## src/rtl/logic_gate_pkg.sv

```systemverilog
// Shared types and the bitwise evaluation function
// for the pipelined logic unit.
package logic_gate_pkg;

  localparam int MAX_W = 64;

  typedef enum logic [2:0] {
    OP_NOT  = 3'b000,
    OP_BUF  = 3'b001,
    OP_AND  = 3'b010,
    OP_OR   = 3'b011,
    OP_NAND = 3'b100,
    OP_NOR  = 3'b101,
    OP_XOR  = 3'b110,
    OP_XNOR = 3'b111
  } op_e;

  // Operates at MAX_W; callers truncate to their width.
  function automatic logic [MAX_W-1:0] eval_op(
    input op_e              op,
    input logic [MAX_W-1:0] a,
    input logic [MAX_W-1:0] b
  );
    logic [MAX_W-1:0] r;
    r = '0;
    unique case (op)
      OP_NOT:  r = ~a;
      OP_BUF:  r = a;
      OP_AND:  r = a & b;
      OP_OR:   r = a | b;
      OP_NAND: r = ~(a & b);
      OP_NOR:  r = ~(a | b);
      OP_XOR:  r = a ^ b;
      OP_XNOR: r = ~(a ^ b);
    endcase
    return r;
  endfunction

endpackage

```

## src/rtl/logic_gate_pipe_if.sv

```systemverilog
// Operand and result valid/ready bundle of the
// pipelined logic unit.
interface logic_gate_pipe_if
  import logic_gate_pkg::*;
#(
  parameter int WIDTH = 8,
  parameter int CNT_W = 16
);
  logic             in_valid;
  logic             in_ready;
  op_e              op;
  logic [WIDTH-1:0] a;
  logic [WIDTH-1:0] b;
  logic             out_valid;
  logic             out_ready;
  logic [WIDTH-1:0] z;
  logic [CNT_W-1:0] ops_done;

  modport master (
    output in_valid, op, a, b, out_ready,
    input  in_ready, out_valid, z, ops_done
  );

  modport slave (
    input  in_valid, op, a, b, out_ready,
    output in_ready, out_valid, z, ops_done
  );
endinterface

```

## src/rtl/logic_gate_pipe_stage.sv

```systemverilog
// One valid/result register of the pipe; data is only
// replaced when a valid beat is loaded.
module pipe_stage #(
  parameter int WIDTH = 8
) (
  input  logic             clk,
  input  logic             rst_n,
  input  logic             i_load,
  input  logic             i_valid,
  input  logic [WIDTH-1:0] i_data,
  output logic             o_valid,
  output logic [WIDTH-1:0] o_data
);
  logic             r_valid;
  logic [WIDTH-1:0] r_data;

  always_ff @(posedge clk or negedge rst_n) begin
    if (!rst_n) begin
      r_valid <= 1'b0;
      r_data  <= '0;
    end else if (i_load) begin
      r_valid <= i_valid;
      if (i_valid) r_data <= i_data;
    end
  end

  assign o_valid = r_valid;
  assign o_data  = r_data;
endmodule

```

## src/rtl/logic_gate_pipe.sv

```systemverilog
// WIDTH-bit bitwise logic unit with a STAGES-deep
// bubble-collapsing result pipeline and a done counter.
module logic_gate_pipe
  import logic_gate_pkg::*;
#(
  parameter int WIDTH  = 8,
  parameter int STAGES = 2,
  parameter int CNT_W  = 16
) (
  input logic         clk,
  input logic         rst_n,
  logic_gate_pipe_if.slave bus
);
  logic [STAGES-1:0] w_valid;
  logic [STAGES-1:0] w_adv;
  logic [STAGES-1:0] w_up_valid;
  logic [WIDTH-1:0]  w_data    [STAGES];
  logic [WIDTH-1:0]  w_up_data [STAGES];
  logic [WIDTH-1:0]  w_res;
  logic              w_tail;
  logic [CNT_W-1:0]  r_ops_done;

  assign w_res = WIDTH'(eval_op(bus.op,
                                MAX_W'(bus.a),
                                MAX_W'(bus.b)));

  // Stage k may load unless it and every stage
  // below it are full while the output is stalled.
  always_comb begin
    w_adv  = '0;
    w_tail = 1'b1;
    for (int k = STAGES - 1; k >= 0; k--) begin
      w_tail   = w_tail & w_valid[k];
      w_adv[k] = !w_tail || bus.out_ready;
    end
  end

  for (genvar k = 0; k < STAGES; k++) begin : g_stage
    if (k == 0) begin : g_head
      assign w_up_valid[k] = bus.in_valid;
      assign w_up_data[k]  = w_res;
    end else begin : g_body
      assign w_up_valid[k] = w_valid[k-1];
      assign w_up_data[k]  = w_data[k-1];
    end

    pipe_stage #(
      .WIDTH(WIDTH)
    ) u_stage (
      .clk    (clk),
      .rst_n  (rst_n),
      .i_load (w_adv[k]),
      .i_valid(w_up_valid[k]),
      .i_data (w_up_data[k]),
      .o_valid(w_valid[k]),
      .o_data (w_data[k])
    );
  end

  always_ff @(posedge clk or negedge rst_n) begin
    if (!rst_n) begin
      r_ops_done <= '0;
    end else if (bus.out_valid && bus.out_ready) begin
      r_ops_done <= r_ops_done + 1'b1;
    end
  end

  assign bus.in_ready  = w_adv[0];
  assign bus.out_valid = w_valid[STAGES-1];
  assign bus.z         = w_data[STAGES-1];
  assign bus.ops_done  = r_ops_done;
endmodule

```

## src/flat_wrapper.sv

```systemverilog
// flat-port wrapper written by rule: the top's interface ports become plain ports
module logic_gate_pipe_flat import logic_gate_pkg::*;
#(
  parameter int WIDTH  = 8,
  parameter int STAGES = 2,
  parameter int CNT_W  = 16
)
  (clk, rst_n, bus_in_valid, bus_op, bus_a, bus_b, bus_out_ready, bus_in_ready, bus_out_valid, bus_z, bus_ops_done);
  logic_gate_pipe_if #(.WIDTH(WIDTH), .CNT_W(CNT_W)) bus_i ();
  input logic clk;
  input logic rst_n;
  input wire logic [$bits(bus_i.in_valid)-1:0] bus_in_valid;
  input wire logic [$bits(bus_i.op)-1:0] bus_op;
  input wire logic [$bits(bus_i.a)-1:0] bus_a;
  input wire logic [$bits(bus_i.b)-1:0] bus_b;
  input wire logic [$bits(bus_i.out_ready)-1:0] bus_out_ready;
  output wire logic [$bits(bus_i.in_ready)-1:0] bus_in_ready;
  output wire logic [$bits(bus_i.out_valid)-1:0] bus_out_valid;
  output wire logic [$bits(bus_i.z)-1:0] bus_z;
  output wire logic [$bits(bus_i.ops_done)-1:0] bus_ops_done;
  assign bus_i.in_valid = bus_in_valid;
  assign bus_i.op = bus_op;
  assign bus_i.a = bus_a;
  assign bus_i.b = bus_b;
  assign bus_i.out_ready = bus_out_ready;
  assign bus_in_ready = bus_i.in_ready;
  assign bus_out_valid = bus_i.out_valid;
  assign bus_z = bus_i.z;
  assign bus_ops_done = bus_i.ops_done;
  logic_gate_pipe #(.WIDTH(WIDTH), .STAGES(STAGES), .CNT_W(CNT_W)) u_core (.clk(clk), .rst_n(rst_n), .bus(bus_i));
endmodule
```

## config.mk

```make
export PLATFORM = sky130hd
export DESIGN_NAME = logic_gate_pipe_flat
export DESIGN_NICKNAME = d
export VERILOG_FILES = /design/src/rtl/logic_gate_pkg.sv /design/src/rtl/logic_gate_pipe_if.sv /design/src/rtl/logic_gate_pipe_stage.sv /design/src/rtl/logic_gate_pipe.sv /design/src/flat_wrapper.sv
export SDC_FILE = /design/constraint.sdc
export NUM_CORES = 1
export LEC_CHECK = 0
export CORE_MARGIN = 2
export CORE_UTILIZATION = 50
export DETAILED_ROUTE_END_ITERATION = 10
export PLACE_DENSITY = 0.77
export SYNTH_ARGS = -nofsm -noshare
export SYNTH_HDL_FRONTEND = slang
export SYNTH_HIERARCHICAL = 1
export SYNTH_SLANG_ARGS = --single-unit
export TNS_END_PERCENT = 50
```

## constraint.sdc

```tcl
create_clock -name clk -period 1.5 [get_ports clk]
set_clock_uncertainty 0.05 [all_clocks]
set_input_delay 0.15 -clock clk [delete_from_list [all_inputs] [get_ports clk]]
set_output_delay 0.15 -clock clk [all_outputs]
set_load 0.03 [all_outputs]
```

* Word level (Yosys, flattened, before mapping) *
Index checks and enable logic that the tools add are counted.

cells by class
  reduce and logical (&&, ||, !) cells = 8
  bitwise logic cells = 8
  equality and inequality tests = 7
  add/sub/neg operators = 1
  mux-type cells = 1

operator list
  cell                                                             number
  8-bit case mux with 8 select lines                               1
  8-bit NOT                                                        4
  16-bit by 1-bit adder with 16-bit output, second input constant  1
  3-bit == test, second input constant                             4
  8-bit bitwise AND                                                1
  8-bit OR                                                         1
  8-bit XOR                                                        1
  3-bit by 2-bit == test with 1-bit output, second input constant  2
  2-bit AND reduction                                              2
  3-bit by 1-bit == test with 1-bit output, second input constant  1
  3-bit logical NOT                                                1
  1-bit logical NOT                                                2
  1-bit logical OR                                                 2
  1-bit bitwise AND                                                1
  1-bit logical AND                                                1

word-level totals
  output and inout bits = 26
  word-level logic and storage cells = 30
  flip-flop bits (word level) = 34

* Depth between registers and ports, before layout *
Gate-level depths: netlist of run 1.

  depth after elaboration = 4
  depth in mapped cells = 7
  depth with buffers taken out = 7

* Hierarchy *
The synthesis of run 1 kept the hierarchy.

modules (own cells, without submodules)
  module           cells each  instances  area an instance (um^2)
  logic_gate_pipe  191         1          1565.3
  pipe_stage       20          2          335.3

* Worst setup path after synthesis of run 1 *
OpenSTA, ideal clock, no wires.

  path kind = register to register
  from = register u_core.g_stage[1].u_stage.r_valid
  to = register u_core.g_stage[0].u_stage.r_data[0]
  setup time = 0.125 ns
  path buffers = 0
  arrival time = 1.574 ns
  cell stages (with the launch flop) = 4
  data required time = 1.325 ns
  setup slack = -0.249 ns
  clock period less this slack = 1.749 ns
  cells stage by stage = dfrtp_1 > nand3b_1 > nand2_4 > mux2_2

between the ends
  cells in the longest elaborated chain, start to end = 4

ends and longest elaborated chain
  element                        line                         text
  start, declared                logic_gate_pipe_stage.sv:14  logic r_valid;
  start signal, assigned         logic_gate_pipe_stage.sv:22  r_valid <= i_valid;
  1-bit bitwise AND              logic_gate_pipe.sv:33        w_tail = w_tail & w_valid[k];
  1-bit logical NOT              logic_gate_pipe.sv:34        w_adv[k] = !w_tail || bus.out_ready;
  1-bit logical OR               logic_gate_pipe.sv:34
  named net bus_in_ready         flat_wrapper.sv:17           output wire logic [$bits(bus_i.in_ready)-1:0] bus_in_ready;
  2-bit AND reduction (no line)  -
  end signal, assigned           logic_gate_pipe_stage.sv:23  if (i_valid) r_data <= i_data;
  end, declared                  logic_gate_pipe_stage.sv:15  logic [WIDTH-1:0] r_data;

The timed path passes the listed nets, and every way through them passes these cells.
A chain may end at the register's enable or synchronous reset.

* Worst setup path in the final report of run 1 *
  from = register u_core.r_ops_done[1] (netlist: u_core/bus.ops_done[1])
  to = register u_core.r_ops_done[10] (netlist: u_core/bus.ops_done[10])

between the ends
  cells in the longest elaborated chain, start to end = 1

ends and longest elaborated chain
  element                                   line                   text
  start, declared                           logic_gate_pipe.sv:21  logic [CNT_W-1:0] r_ops_done;
  start signal, assigned                    logic_gate_pipe.sv:64  r_ops_done <= r_ops_done + 1'b1;
  16-bit by 1-bit adder with 16-bit output  logic_gate_pipe.sv:64

No other way between the ends.

==> flow_metrics.py, run 1 <==
metrics = {
    "clocking": {
        "hold_buffers": 0,
        "clockBufferDepth": 2,
        "cts-root-buf": "clkbuf_8",
        "cts_buffers": 5,
        "cts_tree": "yes",
        "path_clk_slew_ps": 60,
        "h-tree-depth": 2,
        "clock_latency_ps": 280,
        "numClockSinks": 34,
        "cts_setup_buffers": 0,
    },
    "logic_synthesis": {
        "synth-edff-count": 0,
        "avgSynthCellArea_um2": 9.68,
        "seq_area_frac_synth": 0.381,
        "netlist_top_cells_count": "dfrtp_1 (34), nand2_1 (21), inv_1 (20)",
        "synth_top_area_frac": 0.381,
        "yosysUniqueCellTypes": 33,
        "synth.most_common_cell": "dfrtp_1",
        "netlist_instances": 231,
        "synth_top_area_cell": "dfrtp_1",
        "ys.flop_type": "dfrtp_1",
        "ys_ff_latch": 34,
        "synth_area_um2": 2240,
        "synthXorXnorAreaFrac": 0.0823,
        "synth-simple-area-share": 0.183,
        "muxShareOfSynthArea": 0.0856,
        "synth_warnings": 6,
        "synthAdderAreaFrac": 0.0951,
        "synth_compound_area_frac": 0.122,
        "synth-async-reset-ratio": 1.00,
        "synth_top_cells_by_area": "dfrtp_1 (38%), ha_1 (9.5%), mux2_2 (8.6%)",
        "synthesis.nets": 271,
        "synth_top_family_by_area": "simple AND/OR/NAND/NOR gates",
    },
    "pwr": {
        "peakVddDrop_v": 0.000490,
        "p_leak_nw": 1.61,
        "p_total_mw": 3.13,
        "seqPwrFrac": 0.417,
        "internal_power_mw": 2.00,
        "swShare": 0.363,
        "cellPowerDensity_nw_per_um2": 1010,
        "p_switching_mw": 1.14,
        "p_comb_frac": 0.389,
        "clock_power_share": 0.194,
    },
    "place": {
        "post-place-ws_ps": -459,
        "dp_hpwl_um": 3380,
        "place_area_um2": 3000,
        "place_inst": 352,
        "routabilityCongestion": 0.787,
        "io_buffers": 48,
    },
    "setup_path": {
        "worstSetupStartpoint": "u_core/bus.ops_done[1]",
        "reg2reg_setup_slack_ps": 60,
        "regToRegStartpoint": "u_core/bus.ops_done[1]",
        "reg2reg_to": "u_core/bus.ops_done[10]",
        "slowest_stage": "dfrtp_2",
        "cp.buffers_inverters": 1,
        "path_max_fanout": 4,
        "crit_path_max_incr_delay_ps": 380,
        "required_ps": 1650,
        "criticalPathCategory": "reg -> reg",
        "reg2reg_depth": 5,
        "crit_chain": "ha_1 > nand3_1 > buf_4 > nor4_1 > xor2_1",
        "end_kind": "register",
        "cp.arrival_ps": 1600,
        "critPathTopFamily": "simple AND/OR/NAND/NOR gates",
        "crit_cells": 5,
        "cp-start-kind": "register",
    },
    "grt": {
        "grt_max_degree": 35,
        "grt_usage": 0.191,
        "grt_pass1_wl_um": 7660,
        "overflow": 0,
        "first_global_vias": 1733,
        "antenna_found_initial": 0,
    },
    "sta": {
        "finalSetupTns_ps": 0,
        "slew_violations": 0,
        "setup_slack_ps": 58.1,
        "max-slew-margin-rel": 0.771,
        "whs_ps": 183,
        "setup_viol": 0,
        "final_hold_viol_count": 0,
        "worstMarginPinSlew_ps": 340,
        "post-route-period-util": 0.961,
        "period_needed_ps": 1440,
        "fmax_mhz": 694,
        "rsz0062_at_grt": "yes",
    },
    "final_layout": {
        "layout.nets": 349,
        "finalNonFillerCells": 361,
        "area_growth_pct": 38.2,
        "drive_above_1_share": 0.217,
        "final_core_util": 0.715,
        "stdcell_area_um2": 3090,
        "diodes": 0,
    },
    "run_status": {
        "outcome": "completed",
    },
    "detailed_routing": {
        "drc": 0,
        "vias": 1846,
        "viasPerCell": 5.11,
        "initialDrtViolationCount": 84,
        "drt-wirelength-per-cell_um": 12.1,
        "drt_pass1_iterations": 4,
        "routed_wl_um": 4390,
        "drtAntennaViolNets": 0,
    },
    "floorplanning": {
        "rows": 24,
        "fp.dieW_um": 70.9,
        "die_area_um2": 5020,
        "coreArea_um2": 4320,
        "fp.dieH_um": 70.9,
        "io_pins": 49,
        "start_util": 0.517,
    },
    "flow_run": {
        "maxCapViolCount": 0,
    },
    "worst_hold_path": {
        "hold_path.class": "in -> async",
    },
}
## routing by layer
layer	global-route usage	part of all wire	up-vias
li1	-	-	942
met1	0.235	0.45	851
met2	0.329	0.48	47
met3	0.0456	0.048	6
met4	0.0629	0.016	0
met5	0	0	-
## layout make-up
class	count	area, um^2
repair buffers	79	737
well taps	52	65.1
inverters	20	75.1
clock buffers	7	76.3
flip-flops and latches	34	857
multi-input cells	169	1280
fillers	359	1230
## power groups by stage
| stage | Clock [mW] | Sequential [mW] | Combinational, mW |
|---|---|---|---|
| 6_report | 0.608 | 1.31 | 1.22 |
| 3_5_place_dp | 0 | 1.33 | 1.33 |
| 5_1_grt | 0.665 | 1.34 | 1.32 |
| 4_1_cts | 0.631 | 1.31 | 1.23 |
| 2_1_floorplan | 0 | 1.62 | 0.436 |
| 3_3_place_gp | 0 | 1.32 | 1.29 |
## worst max-delay path by stage
stage,end
CTS,u_core/g_stage[0].u_stage/o_data[7]
floorplan,u_core/g_stage[0].u_stage/o_data[0]
global route,u_core/bus.ops_done[12]
global placement,u_core/g_stage[0].u_stage/o_data[4]
detailed placement,u_core/g_stage[0].u_stage/o_data[3]
finish,u_core/bus.ops_done[10]
## state kept, by name, summed over array words and instances, names as in the netlist
register and flops:
u_core/g_stage.u_stage/o_data 16, u_core/g_stage.u_stage/o_valid 2, u_core/bus.ops_done 16
## worst register-to-register path: stages, from the launching register on
cell and delay (ps):
dfrtp_2 380, ha_1 150, nand3_1 100, buf_4 170
nor4_1 320, xor2_1 190
## cell usage in the layout (no fill, tap or decap), types with 3 or more instances in the layout
cell,Yosys,routed
nand2b_1,8,8
a21oi_1,9,9
clkbuf_8,0,5
or2_0,4,4
xor2_1,13,13
mux2_2,17,16
xnor2_1,8,8
clkdlybuf4s50_1,0,3
o21ai_1,1,9
dlygate4sd2_1,0,40
ha_1,17,16
dlymetal6s2s_1,0,4
dfrtp_2,0,5
nor2_1,15,15
nand3b_1,4,4
inv_1,20,20
buf_4,1,27
buf_12,0,3
dfrtp_1,34,29
a22o_1,13,13
nand2_1,21,21
o21ai_0,15,7
nand3_1,4,4
## cells by family after synthesis
kind of cell	count (synthesis)
AO/OA/AOI/OAI	42
multiplexers	17
flip-flops	34
AND/OR/NAND/NOR	72
buffers and inverters	28
adder cells (fa/ha/maj)	17
XOR/XNOR	21
## timing repair
item / in CTS / in global routing
resized for setup: 48 / 12
setup endpoints to repair: 33 / 14
gates cloned: 1 / 1
pin swaps: 9 / 2
Power figures use the tool's default switching activity.
==> inputs of run 2 (changes only) <==
--- a/config.mk
+++ b/config.mk
@@ -13,4 +13,3 @@
 export SYNTH_HDL_FRONTEND = slang
 export SYNTH_HIERARCHICAL = 1
 export SYNTH_SLANG_ARGS = --single-unit
-export TNS_END_PERCENT = 50
==> flow_metrics.py, run 2 (synthesis gave the netlist of run 1 again) <==
metrics = {
    "sta": {
        "slew_violations": 0,
        "whs_ps": 183,
        "setup_slack_ps": 69.5,
        "final_hold_viol_count": 0,
        "fmax_mhz": 699,
        "setup_viol": 0,
        "max-slew-margin-rel": 0.688,
        "post-route-period-util": 0.954,
        "rsz0062_at_grt": "yes",
        "worstMarginPinSlew_ps": 467,
        "period_needed_ps": 1430,
    },
    "place": {
        "io_buffers": 48,
        "post-place-ws_ps": -469,
        "dp_hpwl_um": 3360,
        "routabilityCongestion": 0.814,
    },
    "grt": {
        "antenna_found_initial": 0,
        "grt_usage": 0.194,
        "first_global_vias": 1741,
        "overflow": 0,
        "grt_pass1_wl_um": 7820,
        "grt_max_degree": 35,
    },
    "final_layout": {
        "fillerInstances": 337,
        "mostFrequentLayoutCells": "dlygate4sd2_1 (42), buf_4 (31), dfrtp_1 (28), nand2_1 (21), inv_1 (19)",
        "final_common_cell": "dlygate4sd2_1",
        "final_core_util": 0.734,
        "area_growth_pct": 42.0,
        "drive_above_1_share": 0.248,
        "diodes": 0,
        "layout.nets": 353,
    },
    "floorplanning": {
        "fp.dieH_um": 70.9,
        "start_util": 0.517,
        "die_area_um2": 5020,
        "coreArea_um2": 4320,
        "fp.dieW_um": 70.9,
        "io_pins": 49,
        "rows": 24,
    },
    "clocking": {
        "clockBufferDepth": 2,
        "cts_tree": "yes",
        "h-tree-depth": 2,
        "path_clk_slew_ps": 60,
        "clock_latency_ps": 280,
        "cts_buffers": 5,
        "hold_buffers": 0,
        "cts-root-buf": "clkbuf_8",
        "numClockSinks": 34,
    },
    "detailed_routing": {
        "drc": 0,
        "vias": 1847,
        "drtAntennaViolNets": 0,
        "viasPerCell": 5.05,
        "initialDrtViolationCount": 73,
        "drt_pass1_iterations": 4,
        "routed_wl_um": 4560,
        "drt-wirelength-per-cell_um": 12.5,
    },
    "setup_path": {
        "cp-start-kind": "register",
        "path_max_fanout": 4,
        "criticalPathCategory": "reg -> reg",
        "end_kind": "register",
        "cp.arrival_ps": 1590,
        "required_ps": 1660,
    },
    "worst_hold_path": {
        "hold_path.class": "in -> async",
    },
    "run_status": {
        "outcome": "completed",
    },
    "pwr": {
        "cellPowerDensity_nw_per_um2": 1040,
        "p_leak_nw": 1.64,
        "peakVddDrop_v": 0.000463,
    },
    "flow_run": {
        "maxCapViolCount": 0,
    },
}
## run 2: what timing repair did
action / CTS / global route
buffers inserted: 0 / 2
cloned: 1 / 0
gates resized for setup: 49 / 11
endpoints found under the setup margin: 34 / 10
pin swaps: 11 / 3
## run 2: critical path: stages, from the launching register on
cell and delay (ps):
dfrtp_2 380, ha_1 170, nand3_2 110, buf_4 180, nor2_1 130, and3_1 180
xor2_1 150
## run 2: layout make-up
cell class | count | area [um^2] | area share
well taps | 52 | 65.1 | 0.0205
multi-input cells | 169 | 1310 | 0.412
inverters | 20 | 75.1 | 0.0237
clock buffers | 8 | 110 | 0.0347
repair buffers | 83 | 759 | 0.239
flip-flops and latches | 34 | 858 | 0.270
## run 2: per-layer routing
layer | wire (um) | vias to the layer above | track usage
met2 | 2170 | 57 | 0.328
met5 | 0 | - | 0
met3 | 271 | 10 | 0.0513
met1 | 2040 | 830 | 0.243
li1 | - | 950 | -
met4 | 75 | 0 | 0.0587
## run 2: final timing paths
path / depth (start not counted) / from / to / slack [ps]
setup / recovery: 6 / u_core/bus.ops_done[1] / u_core/bus.ops_done[8] / 70
hold / removal: 2 / rst_n / u_core/bus.ops_done[0] / 180
setup reg to reg: 6 / u_core/bus.ops_done[1] / u_core/bus.ops_done[8] / 70
hold reg to reg: 1 / u_core/bus.ops_done[15] / u_core/bus.ops_done[15] / 420
max in group asynchronous: 2 / rst_n / u_core/bus.ops_done[2] / 1030
min in group clk: 5 / bus_op[2] / u_core/g_stage[0].u_stage/o_data[6] / 410
## run 2: stage by stage
step	cell area (um^2)	setup TNS, ps	power [mW]	std cells
after detailed placement	3020	-4380	2.67	355
after floorplan	2240	-686	2.06	231
after global routing	3170	-44.5	3.52	366
final	3170	0	3.31	366
after global placement	3020	-3930	2.63	355
after CTS	3130	0	3.34	364
## run 2: where the power goes
group / internal, mW / switching (mW) / total [mW]
registers: 1.14 / 0.178 / 1.32
clock network: 0.463 / 0.303 / 0.766
logic: 0.550 / 0.681 / 1.23
